$ cat config.mk
export PLATFORM = sky130hd
export DESIGN_NAME = wb_slave_splitter
export DESIGN_NICKNAME = d
export VERILOG_FILES = /design/src/rtl/wb_split_pkg.sv /design/src/rtl/wb_split_decode.sv /design/src/rtl/wb_slave_splitter.sv
export SDC_FILE = /design/constraint.sdc
export NUM_CORES = 1
export LEC_CHECK = 0
export CAP_MARGIN = 15
export CORE_MARGIN = 2
export CORE_UTILIZATION = 40
export DETAILED_ROUTE_END_ITERATION = 10
export PLACE_DENSITY_LB_ADDON = 0.2
export SYNTH_ARGS = -nofsm -noshare
export SYNTH_HDL_FRONTEND = slang
export SYNTH_SLANG_ARGS = --single-unit
$ cat constraint.sdc
create_clock -name wb_clk_i -period 4.3 [get_ports wb_clk_i]
set_input_delay 0.43 -clock wb_clk_i [delete_from_list [all_inputs] [get_ports wb_clk_i]]
set_output_delay 0.43 -clock wb_clk_i [all_outputs]
set_load 0.005 [all_outputs]
$ cat src/rtl/wb_split_pkg.sv
// Shared types and helpers for the Wishbone slave splitter.
//   state_t      : transaction FSM states (IDLE / REQ / RESP)
//   ERR_DATA_DEF : default read data for unmapped or timed-out accesses
//   sel_width()  : target index width, $clog2(NUM_SLAVES)
//   cnt_width()  : timeout counter width derived from TIMEOUT_CYC, clamped to 8..16
package wb_split_pkg;

  typedef enum logic [1:0] {
    IDLE = 2'd0,
    REQ  = 2'd1,
    RESP = 2'd2
  } state_t;

  localparam logic [31:0] ERR_DATA_DEF = 32'hDEAD_BEEF;

  function automatic int unsigned sel_width(input int unsigned n);
    return (n < 2) ? 1 : $clog2(n);
  endfunction

  function automatic int unsigned cnt_width(input int unsigned t);
    int unsigned w;
    w = $clog2(t + 1);
    if (w < 8)  w = 8;
    if (w > 16) w = 16;
    return w;
  endfunction

endpackage

$ cat src/rtl/wb_split_decode.sv
// Combinational address decoder for the user-area splitter.
//   adr_hi : address bits [31:WIN_BITS]; the in-window offset is not needed here
//   hit    : address lies in the user area and selects an existing target
//   idx    : target index (valid when hit)
module wb_split_decode
  import wb_split_pkg::*;
#(
  parameter int unsigned NUM_SLAVES = 4,
  parameter logic [31:0] BASE_ADDR  = 32'h3000_0000,
  parameter int unsigned WIN_BITS   = 20,
  parameter int unsigned SEL_W      = sel_width(NUM_SLAVES)
) (
  input  logic [31:WIN_BITS] adr_hi,
  output logic               hit,
  output logic [SEL_W-1:0]   idx
);

  localparam int unsigned FIELD_W = 24 - WIN_BITS;

  // The whole window field up to bit 23 is compared against NUM_SLAVES, so an
  // index that only aliases into range in its low SEL_W bits still misses.
  logic [FIELD_W-1:0] field;

  assign field = adr_hi[23:WIN_BITS];
  assign idx   = field[SEL_W-1:0];
  assign hit   = (adr_hi[31:24] == BASE_ADDR[31:24]) && (32'(field) < NUM_SLAVES);

endmodule

$ cat src/rtl/wb_slave_splitter.sv
// Wishbone-classic slave splitter: one registered transaction at a time from the
// wbs_* port to one of NUM_SLAVES user-area targets; unmapped accesses are
// answered locally with ERR_DATA so the master is never left hung.
//   wb_clk_i, wb_rst_n_i        : clock, async active-low reset
//   wbs_cyc/stb/we/sel/adr/dat_i: master request
//   wbs_ack_o, wbs_dat_o        : 1-cycle ack and read data to master
//   m_cyc_o, m_stb_o            : per-target one-hot cycle/strobe
//   m_we/sel/adr/dat_o          : shared registered request to targets
//   m_dat_i, m_ack_i            : target read data (slave k at [32k+:32]) and acks
//   err_irq_o                   : sticky error; set by read miss / timeout,
//                                 cleared by a write miss
// Optional: define WB_SPLIT_TIMEOUT_EN to abandon a target after TIMEOUT_CYC
// cycles without ack.
module wb_slave_splitter
  import wb_split_pkg::*;
#(
  parameter int unsigned NUM_SLAVES  = 4,
  parameter logic [31:0] BASE_ADDR   = 32'h3000_0000,
  parameter int unsigned WIN_BITS    = 20,
  parameter int unsigned TIMEOUT_CYC = 255,
  parameter logic [31:0] ERR_DATA    = ERR_DATA_DEF
) (
  input  logic                       wb_clk_i,
  input  logic                       wb_rst_n_i,
  input  logic                       wbs_cyc_i,
  input  logic                       wbs_stb_i,
  input  logic                       wbs_we_i,
  input  logic [3:0]                 wbs_sel_i,
  input  logic [31:0]                wbs_adr_i,
  input  logic [31:0]                wbs_dat_i,
  output logic                       wbs_ack_o,
  output logic [31:0]                wbs_dat_o,
  output logic [NUM_SLAVES-1:0]      m_cyc_o,
  output logic [NUM_SLAVES-1:0]      m_stb_o,
  output logic                       m_we_o,
  output logic [3:0]                 m_sel_o,
  output logic [31:0]                m_adr_o,
  output logic [31:0]                m_dat_o,
  input  logic [32*NUM_SLAVES-1:0]   m_dat_i,
  input  logic [NUM_SLAVES-1:0]      m_ack_i,
  output logic                       err_irq_o
);

  localparam int unsigned SEL_W = sel_width(NUM_SLAVES);

  state_t                state, state_nx;
  logic                  dec_hit;
  logic [SEL_W-1:0]      dec_idx;
  logic [SEL_W-1:0]      idx_q;
  logic [NUM_SLAVES-1:0] dec_onehot;
  logic [31:0]           sel_rdata;
  logic [31:0]           rdata_q;
  logic                  req;
  logic                  tgt_ack;
  logic                  abort;
  logic                  timeout;

  wb_split_decode #(
    .NUM_SLAVES (NUM_SLAVES),
    .BASE_ADDR  (BASE_ADDR),
    .WIN_BITS   (WIN_BITS),
    .SEL_W      (SEL_W)
  ) u_decode (
    .adr_hi (wbs_adr_i[31:WIN_BITS]),
    .hit    (dec_hit),
    .idx    (dec_idx)
  );

  assign req   = wbs_cyc_i & wbs_stb_i;
  assign abort = ~wbs_cyc_i;
  // m_cyc_o is one-hot on the selected target, so masking ignores stray acks.
  assign tgt_ack = |(m_ack_i & m_cyc_o);
  assign m_stb_o = m_cyc_o;

  always_comb begin
    dec_onehot = '0;
    dec_onehot[dec_idx] = 1'b1;
  end

  always_comb begin
    sel_rdata = '0;
    for (int unsigned k = 0; k < NUM_SLAVES; k++) begin
      if (idx_q == SEL_W'(k)) sel_rdata = m_dat_i[32*k +: 32];
    end
  end

`ifdef WB_SPLIT_TIMEOUT_EN
  localparam int unsigned CNT_W = cnt_width(TIMEOUT_CYC);

  logic [CNT_W-1:0] to_cnt;

  // Held at zero while idle, so it always starts from zero on REQ entry.
  always_ff @(posedge wb_clk_i or negedge wb_rst_n_i) begin
    if (!wb_rst_n_i) begin
      to_cnt <= '0;
    end else if (state == REQ) begin
      to_cnt <= to_cnt + 1'b1;
    end else begin
      to_cnt <= '0;
    end
  end

  assign timeout = (state == REQ) && (to_cnt == CNT_W'(TIMEOUT_CYC));
`else
  assign timeout = 1'b0;
`endif

  // State register
  always_ff @(posedge wb_clk_i or negedge wb_rst_n_i) begin
    if (!wb_rst_n_i) state <= IDLE;
    else             state <= state_nx;
  end

  // Next-state logic
  always_comb begin
    state_nx = state;
    case (state)
      IDLE: begin
        if (req) state_nx = dec_hit ? REQ : RESP;
      end
      REQ: begin
        if (abort)        state_nx = IDLE;
        else if (tgt_ack) state_nx = RESP;
        else if (timeout) state_nx = RESP;
      end
      RESP:    state_nx = IDLE;
      default: state_nx = IDLE;
    endcase
  end

  // Output logic
  always_comb begin
    wbs_ack_o = (state == RESP);
    wbs_dat_o = (state == RESP) ? rdata_q : '0;
  end

  // Request registers, captured response data and error flag
  always_ff @(posedge wb_clk_i or negedge wb_rst_n_i) begin
    if (!wb_rst_n_i) begin
      m_cyc_o   <= '0;
      m_we_o    <= 1'b0;
      m_sel_o   <= '0;
      m_adr_o   <= '0;
      m_dat_o   <= '0;
      idx_q     <= '0;
      rdata_q   <= '0;
      err_irq_o <= 1'b0;
    end else begin
      case (state)
        IDLE: begin
          if (req) begin
            m_we_o  <= wbs_we_i;
            m_sel_o <= wbs_sel_i;
            m_adr_o <= wbs_adr_i;
            m_dat_o <= wbs_dat_i;
            if (dec_hit) begin
              m_cyc_o <= dec_onehot;
              idx_q   <= dec_idx;
            end else begin
              rdata_q   <= wbs_we_i ? '0 : ERR_DATA;
              err_irq_o <= ~wbs_we_i;
            end
          end
        end
        REQ: begin
          if (abort) begin
            m_cyc_o <= '0;
          end else if (tgt_ack) begin
            m_cyc_o <= '0;
            rdata_q <= m_we_o ? '0 : sel_rdata;
          end else if (timeout) begin
            m_cyc_o   <= '0;
            err_irq_o <= 1'b1;
            rdata_q   <= m_we_o ? '0 : ERR_DATA;
          end
        end
        default: ;
      endcase
    end
  end

endmodule

==> results of run 1 <==
## stage by stage
stage	util (%)	hold slack [ps]	cells	total power [uW]
floorplan	-	134.4	541	1502
global placement	64.10	457.5	1002	1984
detailed placement	64.10	461.0	1002	2005
CTS	66.20	230.5	1017	2832
global route	66.20	266.2	1017	2948
finish	66.20	202.4	1017	2794
## cells in the mapped netlist (all sizes together) (2+ instances only)
cell type	number	share of area, %
a21o	4	0.52
a22oi	2	0.26
and2	33	3.6
buf	24	3.4
clkbuf	15	0.98
clkinv	3	0.20
dfrtp	110	48
inv	23	1.5
mux2	34	8.6
mux4	32	13
nand2	208	14
nor2b	10	1.1
nor4	3	0.85
nor4b	2	0.31
nor4bb	2	0.35
o21ai	25	2.2
## metal layers
| layer | up-vias | global-route usage, % |
|---|---|---|
| met5 | - | 0 |
| met4 | 0 | 4.474 |
| met3 | 15 | 5.266 |
| met2 | 155 | 37.88 |
| met1 | 2353 | 25.86 |
| li1 | 2348 | - |
## worst paths after layout
| kind | startpoint | to | slack (ps) | cells past startpoint |
|---|---|---|---|---|
| max in group asynchronous | wb_rst_n_i | m_dat_o[7] | 3020 | 2 |
| min | wb_rst_n_i | m_dat_o[20] | 200 | 1 |
| max reg2reg | idx_q[0] | rdata_q[5] | 2000 | 5 |
| min reg2reg | m_adr_o[18] | m_adr_o[18] | 470 | 2 |
| max | state[1] | wbs_dat_o[1] | 1370 | 3 |
| min in group wb_clk_i | m_adr_o[18] | m_adr_o[18] | 470 | 2 |
## layout make-up
cell class	instances	area, um^2	area share [%]
repair buffers	320	3188	34.56
multi-input cells	366	2668	28.92
clock inverters	3	46.29	0.5018
flip-flops and latches	110	2754	29.85
well taps	180	225.2	2.441
inverters	26	97.59	1.058
clock buffers	12	246.5	2.672
## power breakdown
part	switching, uW	internal (uW)	leakage, uW
logic	240	487	0.00265
registers	77.4	1180	0.00137
clock network	348	466	0.000139
## registers in the layout (all words and copies together) (netlist names)
name       cells
m_adr_o       32
m_sel_o        4
state          2
rdata_q       32
m_we_o         1
m_cyc_o        4
err_irq_o      1
m_dat_o       32
idx_q          2
## worst max-delay path: stages, from the launching register on
cell and delay, ps:
dfrtp_1 460, nor2b_2 920, and2_1 230, clkdlybuf4s50_1 550
## kinds of logic (layout without fill, tap and decap cells)
logic type | Yosys count | in the layout | synth area share (%)
simple gates | 265 | 265 | 21.05
flops | 110 | 110 | 47.99
buf+inv | 65 | 361 | 6.086
compound gates | 34 | 34 | 3.556
mux | 67 | 67 | 21.31
==> results.ini, run 1 <==
[min_path]
hp-class=in -> async

[sta]
clock_skew_ps=6.030
period_minus_slack_ps=2927
setup_tns_ps=0
max_freq_mhz=341.6
slew_headroom_pct=26.25
drv_slew=0
rsz0062_at_grt=false
worst_slew_pin_slew_ps=1101
finalHoldViolCount=0
setup_viol=0
post-route-period-util_pct=68.07
fin_ws_ps=1373

[synthesis]
avgSynthCellArea_um2=10.60
syn_inst=541
synth_seq_cells=110
yosys.cell_types.count=36
yosys_most_used_dff=dfrtp_1
synth-edff-count=0
yosysWarnings=0
netlist_area_mm2=0.005736
async_flop_share_pct=100.0
synth_seq_area_share_pct=47.99
syn_nets=746

[critical_path]
worstPathRequired_ps=3870
critPathKind=reg -> out
setup.worst_path.start_class=flop
endpoint_kind=primary output
critPathArrivalTime_ps=2500
critPathMaxFanout=33

[floorplanning]
dieWidth_um=123.7
die_y_um=123.7
core-area_mm2=0.01393
num_rows=43
io-pin-count=316
start_util_pct=41.16
fp.dieArea_mm2=0.01531

[detailed_routing]
dr_wl_met2_um=8823
m1WireLength_um=6330
top_layer=met4
num_vias=4871
detail-route-antenna-nets=0
drt_iter0_drc=229
wl_um=16530
routed-wl-met3_um=1155
drt_pass1_iterations=4
post_drt_wl_per_cell_um=16.26
vias_per_cell=4.790
drc=0

[clock_network]
htreeDepth=3
cts_tree=done
clock_latency_ps=330
post_cts_buffers=0
cts.sinks=110
cts_resized=0
cts-root-buf=clkbuf_16
numCtsBuffers=9
clk_pin_slew_ps=70
clockBufferDepth=2
cts_hold_buf=0

[global_route]
grt_pass1_vias=4937
grt_max_degree=71
grt_remaining_overflow=0
antenna_found_initial=0
track_usage_pct=21.17
grt_pass1_wl_um=24970

[finish]
diodes=0
final_common_cell=clkdlybuf4s50_1
nets=1038
layout_common_cells=clkdlybuf4s50_1 (314), nand2_1 (208), dfrtp_1 (109), and2_1 (33), mux4_2 (32)
syn_to_final_growth_pct=60.84
fillers=1131
finalInstanceArea_mm2=0.009225
drive_gt1_share_pct=11.59

[power]
vdd_drop_max_uv=241.2
p_leak_uw=0.004158
powerDensity_mw_per_mm2=302.8

[placement]
dpl_cell_area_mm2=0.008932
place_congestion=0.8250
dp_slack_ps=1569
port_buffers=315
dp_hpwl_um=12670

[status]
status=finished, final reports clean

[job]
maxCapViolations=0

Note: power is estimated with default switching activity, not from simulation.
==> run 2, diff against run 1 <==
--- a/config.mk
+++ b/config.mk
@@ -7,7 +7,7 @@
 export LEC_CHECK = 0
 export CAP_MARGIN = 15
 export CORE_MARGIN = 2
-export CORE_UTILIZATION = 40
+export CORE_UTILIZATION = 39
 export DETAILED_ROUTE_END_ITERATION = 10
 export PLACE_DENSITY_LB_ADDON = 0.2
 export SYNTH_ARGS = -nofsm -noshare
==> constraint.sdc (replaced) <==
create_clock -name wb_clk_i -period 2.7 [get_ports wb_clk_i]
set_input_delay 0.27 -clock wb_clk_i [delete_from_list [all_inputs] [get_ports wb_clk_i]]
set_output_delay 0.27 -clock wb_clk_i [all_outputs]
set_load 0.005 [all_outputs]
==> run 2 against run 1 <==
  * Hold slack improved by 250 ps
  * Sequential power grew 59%
  * First-iteration DRC count decreased by 20%
  * Combinational power grew 62%
  * Non-clock buffer count up 7
  * Critical endpoint is now wbs_dat_o[19]
==> results.ini, run 2 (synthesis results as in run 1) <==
[placement]
dp_slack_ps=357.2
place_congestion=0.8317
dp_hpwl_um=12900
port_buffers=315
dpl_cell_area_mm2=0.009020

[finish]
drive_gt1_share_pct=12.31
diodes=0
nets=1045
finalInstanceArea_mm2=0.009343
fillers=1161
final_common_cell=clkdlybuf4s50_1
top_regs=m_adr_o: 32 flops, m_dat_o: 32 flops, rdata_q: 32 flops
layout_common_cells=clkdlybuf4s50_1 (314), nand2_1 (208), dfrtp_1 (109), and2_1 (33), mux4_2 (32)
syn_to_final_growth_pct=62.89

[detailed_routing]
drc=0
drt_pass1_iterations=5
detail-route-antenna-nets=0
wl_um=16930
drt_iter0_drc=184
post_drt_wl_per_cell_um=16.45
num_vias=4979
vias_per_cell=4.839

[critical_path]
critPathArrivalTime_ps=2000
critPathKind=reg -> out
endpoint_kind=primary output
setup.worst_path.start_class=flop
worstPathRequired_ps=2430
max_stage_delay_ps=530
critPathSlowestCell=clkdlybuf4s50_1
critPathMaxFanout=33
path_cells=nor2b_2, buf_4, and2_1, clkdlybuf4s50_1

[clock_network]
cts_tree=done
post_cts_buffers=0
clock_latency_ps=350
cts.sinks=110
htreeDepth=3
cts-root-buf=clkbuf_16
numCtsBuffers=9
clk_pin_slew_ps=70
cts_resized=0
clockBufferDepth=2

[power]
p_leak_uw=0.004221
vdd_drop_max_uv=353.2
powerDensity_mw_per_mm2=487.2

[sta]
setup_viol=0
drv_slew=0
finalHoldViolCount=0
max_freq_mhz=441.4
clock_skew_ps=8.149
period_minus_slack_ps=2266
holdWs_ps=447.8
setup_tns_ps=0
slew_headroom_pct=53.58
worst_slew_pin_slew_ps=696.3
rsz0062_at_grt=false
fin_ws_ps=434.4
post-route-period-util_pct=83.91

[floorplanning]
die_y_um=125.3
core-area_mm2=0.01442
fp.dieArea_mm2=0.01569
dieWidth_um=125.3
io-pin-count=316
num_rows=44
start_util_pct=39.76

[global_route]
grt_max_degree=70
track_usage_pct=21.60
antenna_found_initial=0
grt_remaining_overflow=0
grt_pass1_wl_um=27100
grt_pass1_vias=5353

[status]
status=finished, final reports clean

[min_path]
hp-class=in -> reg

[job]
maxCapViolations=0

-- run 2: cell types whose count changed in the layout (fill, tap and decap cells not counted), sizes merged --
cell,before,now
dlygate4sd3,0,1
clkbuf,12,14
buf,6,12
clkinvlp,1,0
-- run 2: worst paths after layout --
check / slack [ps] / depth (start not counted) / startpoint / end
min in group asynchronous: 520 / 2 / wb_rst_n_i / m_adr_o[6]
max in group asynchronous: 1440 / 3 / wb_rst_n_i / idx_q[0]
worst max register to register: 580 / 5 / idx_q[0] / rdata_q[23]
worst min-delay path: 450 / 3 / wbs_adr_i[15] / m_adr_o[15]
worst min register to register: 470 / 2 / m_dat_o[7] / m_dat_o[7]
worst max-delay path: 430 / 4 / state[1] / wbs_dat_o[19]
-- run 2: what timing repair did --
item / 4_1_cts / 5_1_grt
endpoints found under the setup margin: 0 / 0
hold buffers: 1 / 0
hold endpoints to repair: 51 / 0
-- run 2: metrics by stage --
stage	power, uW	util, %	cells
finish	4552	64.77	1029
CTS	4610	64.77	1029
floorplan	2392	-	541
detailed placement	3208	62.53	1012
global placement	3168	62.53	1012
global route	4782	64.77	1029
-- run 2: power by group --
group	switching [uW]	total, uW	internal (uW)
sequential	123	1990	1870
clock	583	1380	799
combinational	389	1180	786
total	1100	4550	3460
-- run 2: critical path: cells and delay by family, from the launching register on --
kind | cells | cell delay, ps
buf+inv | 2 | 820
flops | 1 | 460
simple gates | 2 | 360
-- run 2: metal layers --
| layer | share of wire (%) | vias to the layer above | global-route usage [%] |
|---|---|---|---|
| met3 | 6.2 | 25 | 5.306 |
| li1 | - | 2360 | - |
| met4 | 1.8 | 0 | 6.863 |
| met2 | 53 | 187 | 39.00 |
| met1 | 40 | 2407 | 25.29 |
| met5 | 0 | - | 0 |
-- run 2: cell type report --
type	instances	area [um^2]	share of cell area (%)
Clock buffer	14	274.0	2.933
Clock inverter	2	38.79	0.4152
Inverter	26	97.59	1.045
Multi-Input combinational cell	366	2668	28.55
Sequential cell	110	2754	29.48
Tap cell	184	230.2	2.464
Timing Repair Buffer	327	3281	35.11
==> run 3, diff against run 2 <==
==> constraint.sdc (replaced) <==
create_clock -name wb_clk_i -period 2.2 [get_ports wb_clk_i]
set_input_delay 0.22 -clock wb_clk_i [delete_from_list [all_inputs] [get_ports wb_clk_i]]
set_output_delay 0.22 -clock wb_clk_i [all_outputs]
set_load 0.005 [all_outputs]
==> run 3 against run 2 <==
  * Register-to-register slack lost 270 ps
  * Flip-flop and latch count did not move
  * Clock skew fell by 3.4 ps
  * Final cell count up 0.39%
  * Final area is 0.82% higher
  * Core utilization increased by 0.53 points
  * Via count shrank 0.20%
==> results.ini, run 3 (synthesis results as in run 1) <==
[status]
status=finished, final reports clean

[min_path]
holdPathStages=3
min_to=m_adr_o[12]
min_from=wbs_adr_i[12]
hp-class=in -> reg

[power]
p_int_uw=4174
p_leak_uw=0.004253
p_sw_share_pct=24.98
power_uw=5564
pwr-share-comb_pct=26.1
seq_power_share_pct=44.0
switchingPower_uw=1390
clkPwrFrac_pct=29.9
powerDensity_mw_per_mm2=590.7
vdd_drop_max_uv=476.0

[clock_network]
clockBufferDepth=2
htreeDepth=3
clock_latency_ps=340
cts-root-buf=clkbuf_16
cts.sinks=110
clk_pin_slew_ps=80
cts_tree=done
numCtsBuffers=9

[floorplanning]
dieWidth_um=125.3
fp.dieArea_mm2=0.01569
start_util_pct=39.76
num_rows=44
io-pin-count=316
die_y_um=125.3
core-area_mm2=0.01442

[sta]
drv_slew=0
setup_tns_ps=0
setup_viol=0
holdWs_ps=399.9
finalHoldViolCount=0
rsz0062_at_grt=false
slew_headroom_pct=53.27
max_freq_mhz=483.2
clock_skew_ps=4.778
worst_slew_pin_slew_ps=701.0
post-route-period-util_pct=94.06
period_minus_slack_ps=2069
fin_ws_ps=130.6

[global_route]
grt_pass1_vias=5320
grt_remaining_overflow=0
grt_pass1_wl_um=26820
antenna_found_initial=0
track_usage_pct=21.18
grt_max_degree=70

[critical_path]
setup.worst_path.start_class=flop
path_cells=nor2b_2, buf_12, and2_1, clkdlybuf4s50_1
critPathSlowestCell=clkdlybuf4s50_1
critPathMaxFanout=33
r2r_start=m_cyc_o[0]
r2r-end=rdata_q[0]
critPathKind=reg -> out
critPathArrivalTime_ps=1850
endpoint_kind=primary output
max_stage_delay_ps=530
reg2reg_slack_ps=310
reg2regPathDepth=5
worstPathRequired_ps=1980

[finish]
drive_gt1_share_pct=13.07
diodes=0
seq_area_mm2=0.002755
top_regs=m_adr_o: 32 flops, m_dat_o: 32 flops, rdata_q: 32 flops
final_common_cell=clkdlybuf4s50_1
nets=1049
multi_input_area_mm2=0.002668
finalInstanceArea_mm2=0.009419
syn_to_final_growth_pct=64.22
fillers=1127
layout_common_cells=clkdlybuf4s50_1 (314), nand2_1 (208), dfrtp_1 (108), and2_1 (33), mux4_2 (32)

[detailed_routing]
num_vias=4969
post_drt_wl_per_cell_um=16.04
detail-route-antenna-nets=0
vias_per_cell=4.810
drt_iter0_drc=250
drt_pass1_iterations=4
wl_um=16570
drc=0

[job]
maxCapViolations=0

[placement]
place_congestion=0.7850
dp_slack_ps=4.132
dp_hpwl_um=12790
dpl_cell_area_mm2=0.009100
port_buffers=315

run 3: stage by stage:
stage | utilization, % | std cells
3_5_place_dp | 63.09 | 1016
5_1_grt | 65.30 | 1033
3_3_place_gp | 63.09 | 1016
4_1_cts | 65.29 | 1033
2_1_floorplan | - | 541
6_report | 65.30 | 1033
run 3: per-layer routing:
layer  GRT usage [%]  wire (um)  vias up  part of all wire, %
met5               0          0        -                    0
met4           6.275        339        0                  2.0
met3           4.621        923       23                  5.6
met2           38.49       8720      163                   53
met1           25.15       6585     2414                   40
li1                -          -     2369                    -
run 3: area by class of cell:
cell class                 count  area share, %
clock buffer                   9          2.391
clock inverter                 7         0.8767
inverter                      26          1.036
multi-input combinational    366          28.32
sequential                   110          29.25
tap                          184          2.444
timing repair buffer         331          35.68
run 3: power by group through the flow:
stage | Combinational, uW | Sequential, uW | Clock (uW)
6_report | 1450 | 2450 | 1660
5_1_grt | 1570 | 2490 | 1800
4_1_cts | 1480 | 2450 | 1710
3_5_place_dp | 1470 | 2480 | 0
3_3_place_gp | 1430 | 2470 | 0
2_1_floorplan | 460 | 2480 | 0
run 3: how the worst max path moves through the flow:
stage	from	endpoint	cells past startpoint
finish	state[1]	wbs_dat_o[8]	4
floorplan	idx_q[0]	rdata_q[17]	5
global placement	wbs_adr_i[25]	rdata_q[0]	6
global route	state[0]	wbs_dat_o[1]	4
CTS	state[1]	wbs_dat_o[8]	4
detailed placement	wbs_adr_i[25]	rdata_q[1]	6
run 3: worst max-delay path: cells and delay by family, from the launching register on:
family	cells	cell delay, ps
flip-flops	1	430
AND/OR/NAND/NOR	2	350
buffers and inverters	2	710
run 3: repair_timing:
item / in CTS / in global routing
gates resized for setup: 0 / 1
setup buffers: 0 / 0
hold endpoints to repair: 42 / 0
setup endpoints to repair: 0 / 2
hold buffers: 1 / 0
